<file path="src/rtl/fp32_divider.sv">
// rtl/fp32_divider.sv - sequential IEEE-754 single-precision divider, one quotient bit per clock
module fp32_divider #(
  parameter int ROUND_NEAREST = 0,
  parameter int LATENCY       = 29
) (
  input  logic        clk,
  input  logic        rst_n,
  input  logic        start,
  input  logic [31:0] a,
  input  logic [31:0] b,
  output logic        busy,
  output logic        done,
  output logic [31:0] result,
  output logic        ovf,
  output logic        div_by_zero
);

  typedef enum logic [2:0] {
    S_IDLE,
    S_UNPACK,
    S_DIVIDE,
    S_NORM,
    S_DONE
  } state_t;

  // special-case classes resolved during unpack, applied at normalisation
  localparam logic [2:0] K_NORMAL = 3'd0;
  localparam logic [2:0] K_NAN    = 3'd1;
  localparam logic [2:0] K_DBZ    = 3'd2;
  localparam logic [2:0] K_INF    = 3'd3;
  localparam logic [2:0] K_ZERO   = 3'd4;

  // DIVIDE occupies whatever is left of the latency after UNPACK, NORM and DONE
  localparam logic [4:0] DIV_LAST = 5'(LATENCY - 4);

  state_t             state, state_nxt;
  logic               accept;
  logic [31:0]        a_r, b_r;
  logic               sign_r;
  logic signed [9:0]  e_base_r;
  logic [23:0]        mb_r;
  logic [24:0]        rem_r;
  logic [25:0]        q_r;
  logic [4:0]         cnt_r;
  logic [2:0]         kind_r;

  // unpack view of the captured operands
  logic [7:0]  ea, eb;
  logic        za, zb, ia, ib, na, nb;
  logic [2:0]  kind_u;

  // restoring step and normalisation
  logic        ge;
  logic [24:0] r_sub;
  logic [23:0] mant;
  logic        guard, sticky, rnd;
  logic signed [9:0] e_n, e_f;
  logic [24:0] mant_r;
  logic [22:0] frac_f;
  logic [31:0] res_n;
  logic        ovf_n, dbz_n;

  assign accept = start && (state == S_IDLE || state == S_DONE);
  assign busy   = (state == S_UNPACK) || (state == S_DIVIDE) || (state == S_NORM);
  assign done   = (state == S_DONE);

  // state register
  always_ff @(posedge clk) begin
    if (!rst_n) state <= S_IDLE;
    else        state <= state_nxt;
  end

  // next-state: fixed-length walk through the phases, new op accepted in IDLE or DONE
  always_comb begin
    state_nxt = state;
    case (state)
      S_IDLE:   if (start) state_nxt = S_UNPACK;
      S_UNPACK: state_nxt = S_DIVIDE;
      S_DIVIDE: if (cnt_r == DIV_LAST) state_nxt = S_NORM;
      S_NORM:   state_nxt = S_DONE;
      S_DONE:   state_nxt = start ? S_UNPACK : S_IDLE;
      default:  state_nxt = S_IDLE;
    endcase
  end

  // operand classification; exponent field zero counts as zero so denormals flush
  always_comb begin
    ea = a_r[30:23];
    eb = b_r[30:23];
    za = (ea == 8'd0);
    zb = (eb == 8'd0);
    ia = (ea == 8'hFF) && (a_r[22:0] == 23'd0);
    ib = (eb == 8'hFF) && (b_r[22:0] == 23'd0);
    na = (ea == 8'hFF) && (a_r[22:0] != 23'd0);
    nb = (eb == 8'hFF) && (b_r[22:0] != 23'd0);
    kind_u = K_NORMAL;
    if (na || nb || (za && zb) || (ia && ib)) kind_u = K_NAN;
    else if (zb)                              kind_u = K_DBZ;
    else if (ia)                              kind_u = K_INF;
    else if (za || ib)                        kind_u = K_ZERO;
  end

  // one restoring subtraction per cycle; remainder is pre-doubled for the next bit
  always_comb begin
    ge    = (rem_r >= {1'b0, mb_r});
    r_sub = ge ? (rem_r - {1'b0, mb_r}) : rem_r;
  end

  // normalise, round, renormalise on carry, then range-check and apply special cases
  always_comb begin
    if (q_r[25]) begin
      mant   = q_r[25:2];
      guard  = q_r[1];
      sticky = q_r[0] | (rem_r != 25'd0);
      e_n    = e_base_r + 10'sd1;
    end else begin
      mant   = q_r[24:1];
      guard  = q_r[0];
      sticky = (rem_r != 25'd0);
      e_n    = e_base_r;
    end
    rnd    = (ROUND_NEAREST != 0) && guard && (sticky || mant[0]);
    mant_r = {1'b0, mant} + {24'd0, rnd};
    if (mant_r[24]) begin
      frac_f = mant_r[23:1];
      e_f    = e_n + 10'sd1;
    end else begin
      frac_f = mant_r[22:0];
      e_f    = e_n;
    end
    ovf_n = 1'b0;
    dbz_n = 1'b0;
    if (e_f >= 10'sd255) begin
      res_n = {sign_r, 8'hFF, 23'd0};
      ovf_n = 1'b1;
    end else if (e_f <= 10'sd0) begin
      res_n = {sign_r, 31'd0};
    end else begin
      res_n = {sign_r, e_f[7:0], frac_f};
    end
    case (kind_r)
      K_NAN: begin
        res_n = 32'h7FC00000;
        ovf_n = 1'b0;
      end
      K_DBZ: begin
        res_n = {sign_r, 8'hFF, 23'd0};
        ovf_n = 1'b0;
        dbz_n = 1'b1;
      end
      K_INF: begin
        res_n = {sign_r, 8'hFF, 23'd0};
        ovf_n = 1'b0;
      end
      K_ZERO: begin
        res_n = {sign_r, 31'd0};
        ovf_n = 1'b0;
      end
      default: ;
    endcase
  end

  // datapath: capture, unpack, iterate, and publish results on entry to DONE
  always_ff @(posedge clk) begin
    if (!rst_n) begin
      a_r         <= 32'd0;
      b_r         <= 32'd0;
      sign_r      <= 1'b0;
      e_base_r    <= 10'sd0;
      mb_r        <= 24'd0;
      rem_r       <= 25'd0;
      q_r         <= 26'd0;
      cnt_r       <= 5'd0;
      kind_r      <= K_NORMAL;
      result      <= 32'd0;
      ovf         <= 1'b0;
      div_by_zero <= 1'b0;
    end else begin
      if (accept) begin
        a_r <= a;
        b_r <= b;
      end
      case (state)
        S_UNPACK: begin
          sign_r   <= a_r[31] ^ b_r[31];
          e_base_r <= $signed({2'b00, ea}) - $signed({2'b00, eb}) + 10'sd126;
          mb_r     <= {1'b1, b_r[22:0]};
          rem_r    <= {2'b01, a_r[22:0]};
          q_r      <= 26'd0;
          cnt_r    <= 5'd0;
          kind_r   <= kind_u;
        end
        S_DIVIDE: begin
          q_r   <= {q_r[24:0], ge};
          rem_r <= r_sub << 1;
          cnt_r <= cnt_r + 5'd1;
        end
        S_NORM: begin
          result      <= res_n;
          ovf         <= ovf_n;
          div_by_zero <= dbz_n;
        end
        default: ;
      endcase
    end
  end

endmodule

</file>
<file path="config.mk">
export PLATFORM = sky130hd
export DESIGN_NAME = fp32_divider
export DESIGN_NICKNAME = d
export VERILOG_FILES = /design/src/rtl/fp32_divider.sv
export SDC_FILE = /design/constraint.sdc
export NUM_CORES = 1
export LEC_CHECK = 0
export ABC_CLOCK_PERIOD_IN_PS = 2600
export CAP_MARGIN = 5
export CORE_MARGIN = 3
export CORE_UTILIZATION = 25
export DETAILED_ROUTE_END_ITERATION = 10
export GPL_TIMING_DRIVEN = 0
export MAX_ROUTING_LAYER = met4
export PLACE_DENSITY_LB_ADDON = 0.15
export SLEW_MARGIN = 10
export SYNTH_ARGS = -nofsm -noshare
export SYNTH_HDL_FRONTEND = slang
export SYNTH_SLANG_ARGS = --single-unit
</file>
<file path="constraint.sdc">
create_clock -name clk -period 2.6 [get_ports clk]
set_input_delay 0.65 -clock clk [delete_from_list [all_inputs] [get_ports clk]]
set_output_delay 0.65 -clock clk [all_outputs]
set_load 0.02 [all_outputs]
</file>
# ---- After elaboration in Yosys (flattened, before gate mapping)
# Cells that the tools add are included.
dict set report totals {
  reg_bits 195
  latchBits 0
  ram_bits 0
  romBits 0
  input_bits 67
  out_inout_bits 36
  wordCells 80
  mem_count 0
}
dict set report classes {
  addsub 5
  n_mul 0
  div_mod_pow 0
  n_lt_le_gt_ge 3
  n_eq_ne 13
  shift 0
  n_mux 20
  bitwise 1
  n_reduce_logical 25
}
# cell count
set op_table {}
lappend op_table {{case mux 32 bit (3 select lines)} 1}
lappend op_table {{2-to-1 mux 31 bit} 2}
lappend op_table {{case mux 26 bit (2 select lines)} 1}
lappend op_table {{case mux 25 bit (2 select lines)} 1}
lappend op_table {{logical NOT 23 bit} 2}
lappend op_table {{nonzero test 23 bit} 2}
lappend op_table {{greater-or-equal comparator 25 x 24 -> 1 bit} 1}
lappend op_table {{2-to-1 mux 24 bit} 1}
lappend op_table {{subtractor 24 bit} 1}
lappend op_table {{2-to-1 mux 23 bit} 1}
lappend op_table {{2-to-1 mux 3 bit} 6}
lappend op_table {{== test 8 bit (second input constant)} 2}
lappend op_table {{logical NOT 8 bit} 2}
lappend op_table {{case mux 3 bit (5 select lines)} 1}
lappend op_table {{== test 3 x 2 -> 1 bit (second input constant)} 4}
lappend op_table {{adder 10 x 2 -> 10 bit (second input constant)} 1}
lappend op_table {{adder 9 x 8 -> 10 bit (second input constant)} 1}
lappend op_table {{greater-or-equal comparator 10 x 9 -> 1 bit (second input constant)} 1}
lappend op_table {{less-or-equal comparator 10 x 1 -> 1 bit (second input constant)} 1}
lappend op_table {{2-to-1 mux 10 bit} 1}
lappend op_table {{case mux 5 bit (2 select lines)} 1}
lappend op_table {{subtractor 8 x 8 -> 9 bit} 1}
lappend op_table {{logical AND 1 bit} 7}
lappend op_table {{logical OR 1 bit} 7}
lappend op_table {{other kinds (13)} 18}

# ---- Depth between registers and ports, before layout
dict set report depth {
  ltp_word 7
  ltp_mapped 12
  mapped_depth_nobuf 12
}

# ---- Worst setup path before layout
# No wires, ideal clock.
dict set report synth_path {
  path_type {flip-flop to flip-flop}
  from {reg mb_r[2]}
  to {reg rem_r[11]}
  setup_time_ps 122
  t_arrival_ps 2351
  required_ps 2478
  path_slack_ps 127
  stages_incl_launch_ff 10
  n_path_buf 0
  synth_period_minus_slack_ps 2473
  cell_sequence {dfxtp_1 inv_1 ha_1 nor2b_4 o31a_1 o41a_4 o21a_1 o21a_1 o311a_1 o311a_1}
}
dict set report synth_via {
  elab_chain_cells 3
  word_cells_on_any_way 4
  classes_between {add/sub: 1; order compare: 1; mux: 2}
}
# item line_no
set synth_rtl {}
lappend synth_rtl {{from (decl)} 41} ;# logic [23:0] mb_r;
lappend synth_rtl {{from (signal assigned)} 187} ;# mb_r <= {1'b1, b_r[22:0]};
lappend synth_rtl {{subtractor 24 bit / greater-or-equal comparator 25 x 24 -> 1 bit (equally long branches)} {106, 105}}
lappend synth_rtl {{2-to-1 mux 24 bit *} 106} ;# r_sub = ge ? (rem_r - {1'b0, mb_r}) : rem_r;
lappend synth_rtl {{case mux 25 bit (2 select lines) *} 183} ;# case (state)
lappend synth_rtl {{to (signal assigned)} 188} ;# rem_r <= {2'b01, a_r[22:0]};
lappend synth_rtl {{to (signal assigned)} 195} ;# rem_r <= r_sub << 1;
lappend synth_rtl {{to (decl)} 42} ;# logic [24:0] rem_r;
# Every way passes the cells marked *; elsewhere a longest branch is shown, timed or not.
# A chain may end at the register's enable or synchronous reset.

# ---- Worst setup path after layout
dict set report layout_path {
  from {reg rem_r[0]}
  to {reg rem_r[11]}
}
dict set report layout_via {
  elab_chain_cells 3
  word_cells_on_any_way 4
  classes_between {add/sub: 1; order compare: 1; mux: 2}
}
# item line_no
set layout_rtl {}
lappend layout_rtl {{subtractor 24 bit / greater-or-equal comparator 25 x 24 -> 1 bit (equally long branches)} {106, 105}}
lappend layout_rtl {{2-to-1 mux 24 bit *} 106}
lappend layout_rtl {{case mux 25 bit (2 select lines) *} 183}
# Marks and branches as above.

==> summary.md <==
| Metric | Value |
|---|---|
| Hold WC Path Type | register to register |
| Failing checks | setup timing |
| Pre-antenna DRT Iters | 5 |
| Ratio of cells with drive above 1 in the final layout | 0.0928 |
| Global-route usage over all layers | 0.154 |
| Worst Setup End Kind | register |
| Ranking of synthesized cells by area | dfxtp_1, nand2_1, a21oi_1, ha_1, nor2_1 |
| Largest net degree at the start of global routing | 17 |
| Vias/cell | 4.71 |
| Sequential area share after synthesis | 0.400 |
| Crit path time final | 2610 ps |
| Cell area after synthesis | around 9800 um^2 |
| Fin nets | between 1000 and 1500 |
| YS warnings | 0 |
| Worst hold margin | 458 ps |
| Post-DP HPWL | 23.6 mm |
| Worst skew pair latency | 450 ps |
| Cell area after layout | around 13000 um^2 |
| Fin worst setup slack | -8.64 ps |
| Status | complete, but fails checks |
| Kind of critical path | register to register |
| CTS buffer count | 17 |
| Relative slew slack | 0.492 |
| Root Buffer | clkbuf_16 |
| CP max-delay cell | o41a_4 |
| Post-route ant nets | 0 |
| CP max FO | 5 |
| Syn Area/Cell | 7.84 um^2 |
| Hold Crit Depth | 2 |
| Peak VDD IR | ~0.5 mV |
| Final Hold Fails | 0 |
| GR Overflow Total | 0 |
| Crit path cell chain | inv_2, ha_4, fa_2, nor2b_4, o31a_1, o41a_4, o21a_1, o21a_1, o311a_1, o311a_1 |
| RePlAce Congestion | 0.887 |
| Vias in the first global route | just under 9000 |
| #FFs+latches synth | 195 |
| Post-Route WL | 31.2 mm |
| Worst clock skew | ~14 ps |
| Fillers | slightly above 4000 |
| Die area | 41500 um^2 |
| Top FF cell, synth | dfxtp_1 |
| Arrival time of the worst setup path | 2950 ps |
| Asr flop ratio synth | 0 |
| Max-cap violations | 0 |
| Synthesized instance count | 1246 |
| CP required | 2940 ps |
| Placeable Area | 38100 um^2 |
| Final setup TNS | -8.64 ps |
| Layout area overhead | 28.1% |
| Syn_nets | about 1400 |
| Max incr delay on CP | about 410 ps |
| Unrepaired setup endpoints after global routing | yes |
| Synth unique cells | 68 |
| H-tree Lvls | 4 |
| Max clock buf depth | 2 |
| Slew Viols, Final | 0 |
| Clock transition at path regs | 70 ps |
| Total power | 8.57 mW |
| Initial DRC Count | between 400 and 500 |
| Die width | 204 um |
| P_leak | between 4 and 5 nW |
| First-pass GRT wire length | ~49 mm |
| DRC | 0 |
| # IOs | 103 |
| Reg2Reg Depth | 10 |
| Cell Rows | 71 |
| Routed WL per cell | between 15 and 20 um |
| Worst-margin pin slew | 763 ps |
| Port bufs | 101 |
| PD cells | 685 nW/um^2 |
| CTS sink cnt | 195 |
| Die Ht | 204 um |
| Post-synth top area share | 0.400 |
| Leading area contributor after synthesis | dfxtp_1 |
| Initial antenna violation count | 1 |
| Initial core utilization | 0.256 |
| CTS tree | done |
| Max Fclk | 383 MHz |
| Area after DPL | 11400 um^2 |
| Via count | about 9000 |
| Final setup vio count | 1 |
| Startpoint Class | register |
| Final period util | 1.00 |
| Core Util, Final | 0.328 |
| Post-synth EDFFs | 0 |
## critical path, delay by kind of cell, from the launching register on
family,cells,cell delay (ps)
AO/OA/AOI/OAI,6,1680
adder cells (fa/ha/maj),2,350
buffers and inverters,1,80
flip-flops,1,330
AND/OR/NAND/NOR,1,40
## per-stage QoR
stage               instances  setup slack (ps)
floorplan                1246               127
global placement         1858              -645
detailed placement       1858              -598
CTS                      1892             -8.46
global route             1902             -71.9
finish                   1903             -8.64
## placed cells by master, fill, tap and decap left out, drive strengths merged, types with 6 or more instances in the layout
master / n
o21a: 15
nor2b: 8
a21oi: 143
and2: 6
a2bb2oi: 22
clkdlybuf4s50: 100
dfxtp: 195
clkbuf: 82
xor2: 14
a21o: 10
a22oi: 32
a211oi: 10
buf: 29
nand3: 32
nor4: 16
xnor2: 19
inv: 48
ha: 36
nand2: 261
nor3: 16
a31oi: 8
mux2i: 40
nand4: 18
o21ai: 32
nor2: 116
## repair_timing
action                                  CTS  global route
hold buffers                              0             0
setup buffers                             4            11
pin swaps                                 4            20
endpoints found under the setup margin   82            76
gates resized for setup                  22            75
cloned                                    0             1
## per-layer routing
metal | GRT usage | share of wire
met3 | 0.0283 | 0.032
met4 | 0.0361 | 0.016
met5 | - | 0
met1 | 0.202 | 0.49
met2 | 0.247 | 0.46
## path summary, 6_finish.rpt
check,startpoint,endpoint,slack (ps)
worst max-delay path,rem_r[0]$_SDFFE_PN0P_,rem_r[11]$_SDFFE_PN0P_,-9
worst min-delay path,mb_r[12]$_SDFFE_PN0N_,mb_r[12]$_SDFFE_PN0N_,460
worst max register to register,rem_r[0]$_SDFFE_PN0P_,rem_r[11]$_SDFFE_PN0P_,-9
worst min register to register,mb_r[12]$_SDFFE_PN0N_,mb_r[12]$_SDFFE_PN0N_,460
## area by class of cell
class                   instances  area [um^2]  share of cell area
plain buffers                  73          320              0.0256
clock inverters                10          100             0.00800
repair buffers                117         1150              0.0923
diodes                          2         5.00            0.000400
multi-input cells             928         5760               0.460
inverters                      45          169              0.0135
flip-flops and latches        195         3920               0.313
clock buffers                  22          454              0.0363
well taps                     511          639              0.0511
## flip-flops by register name (all words and copies together), names as in the netlist
signal	count
ovf	1
div_by_zero	1
kind_r	3
result	32
rem_r	25
cnt_r	5
a_r	32
b_r	32
sign_r	1
q_r	26
mb_r	24
e_base_r	10
state	3
## cells by family (layout without fill, tap and decap cells)
family,after synthesis,in the layout,share of synthesized area
adders and majority gates,38,38,0.0502
DFF,195,195,0.400
other,0,2,0
AOI/OAI and AO/OA,313,313,0.204
muxes,42,42,0.0433
xor gates and xnor gates,33,33,0.0296
and+or+nand+nor,502,502,0.225
buffers and inverters,123,267,0.0492
## cell usage after synthesis, drive strengths merged (3+ instances only)
master / number
xor2: 14
mux2i: 40
a21o: 10
nand3: 32
nor2b: 8
and2: 6
nor2: 116
ha: 36
xnor2: 19
a31oi: 8
o21bai: 4
o31a: 4
inv: 45
a21boi: 4
a2bb2oi: 22
a211oi: 10
buf: 14
nor3: 16
nand2: 261
a311oi: 3
o21ai: 32
and3b: 3
o211ai: 4
o21a: 15
o31ai: 3
nand4: 18
a22oi: 32
nor3b: 3
or3: 3
dfxtp: 195
and4: 3
a221oi: 3
nor4: 16
nand2b: 3
a21oi: 143
clkbuf: 64
and3: 5
## power by group
part	internal [mW]	leakage, nW	switching [mW]	total (mW)
Combinational	1.26	2.63	1.45	2.71
Clock	1.36	0.258	1.23	2.59
Sequential	3.13	1.59	0.147	3.27
No activity file was read; power rests on OpenSTA's default activity.
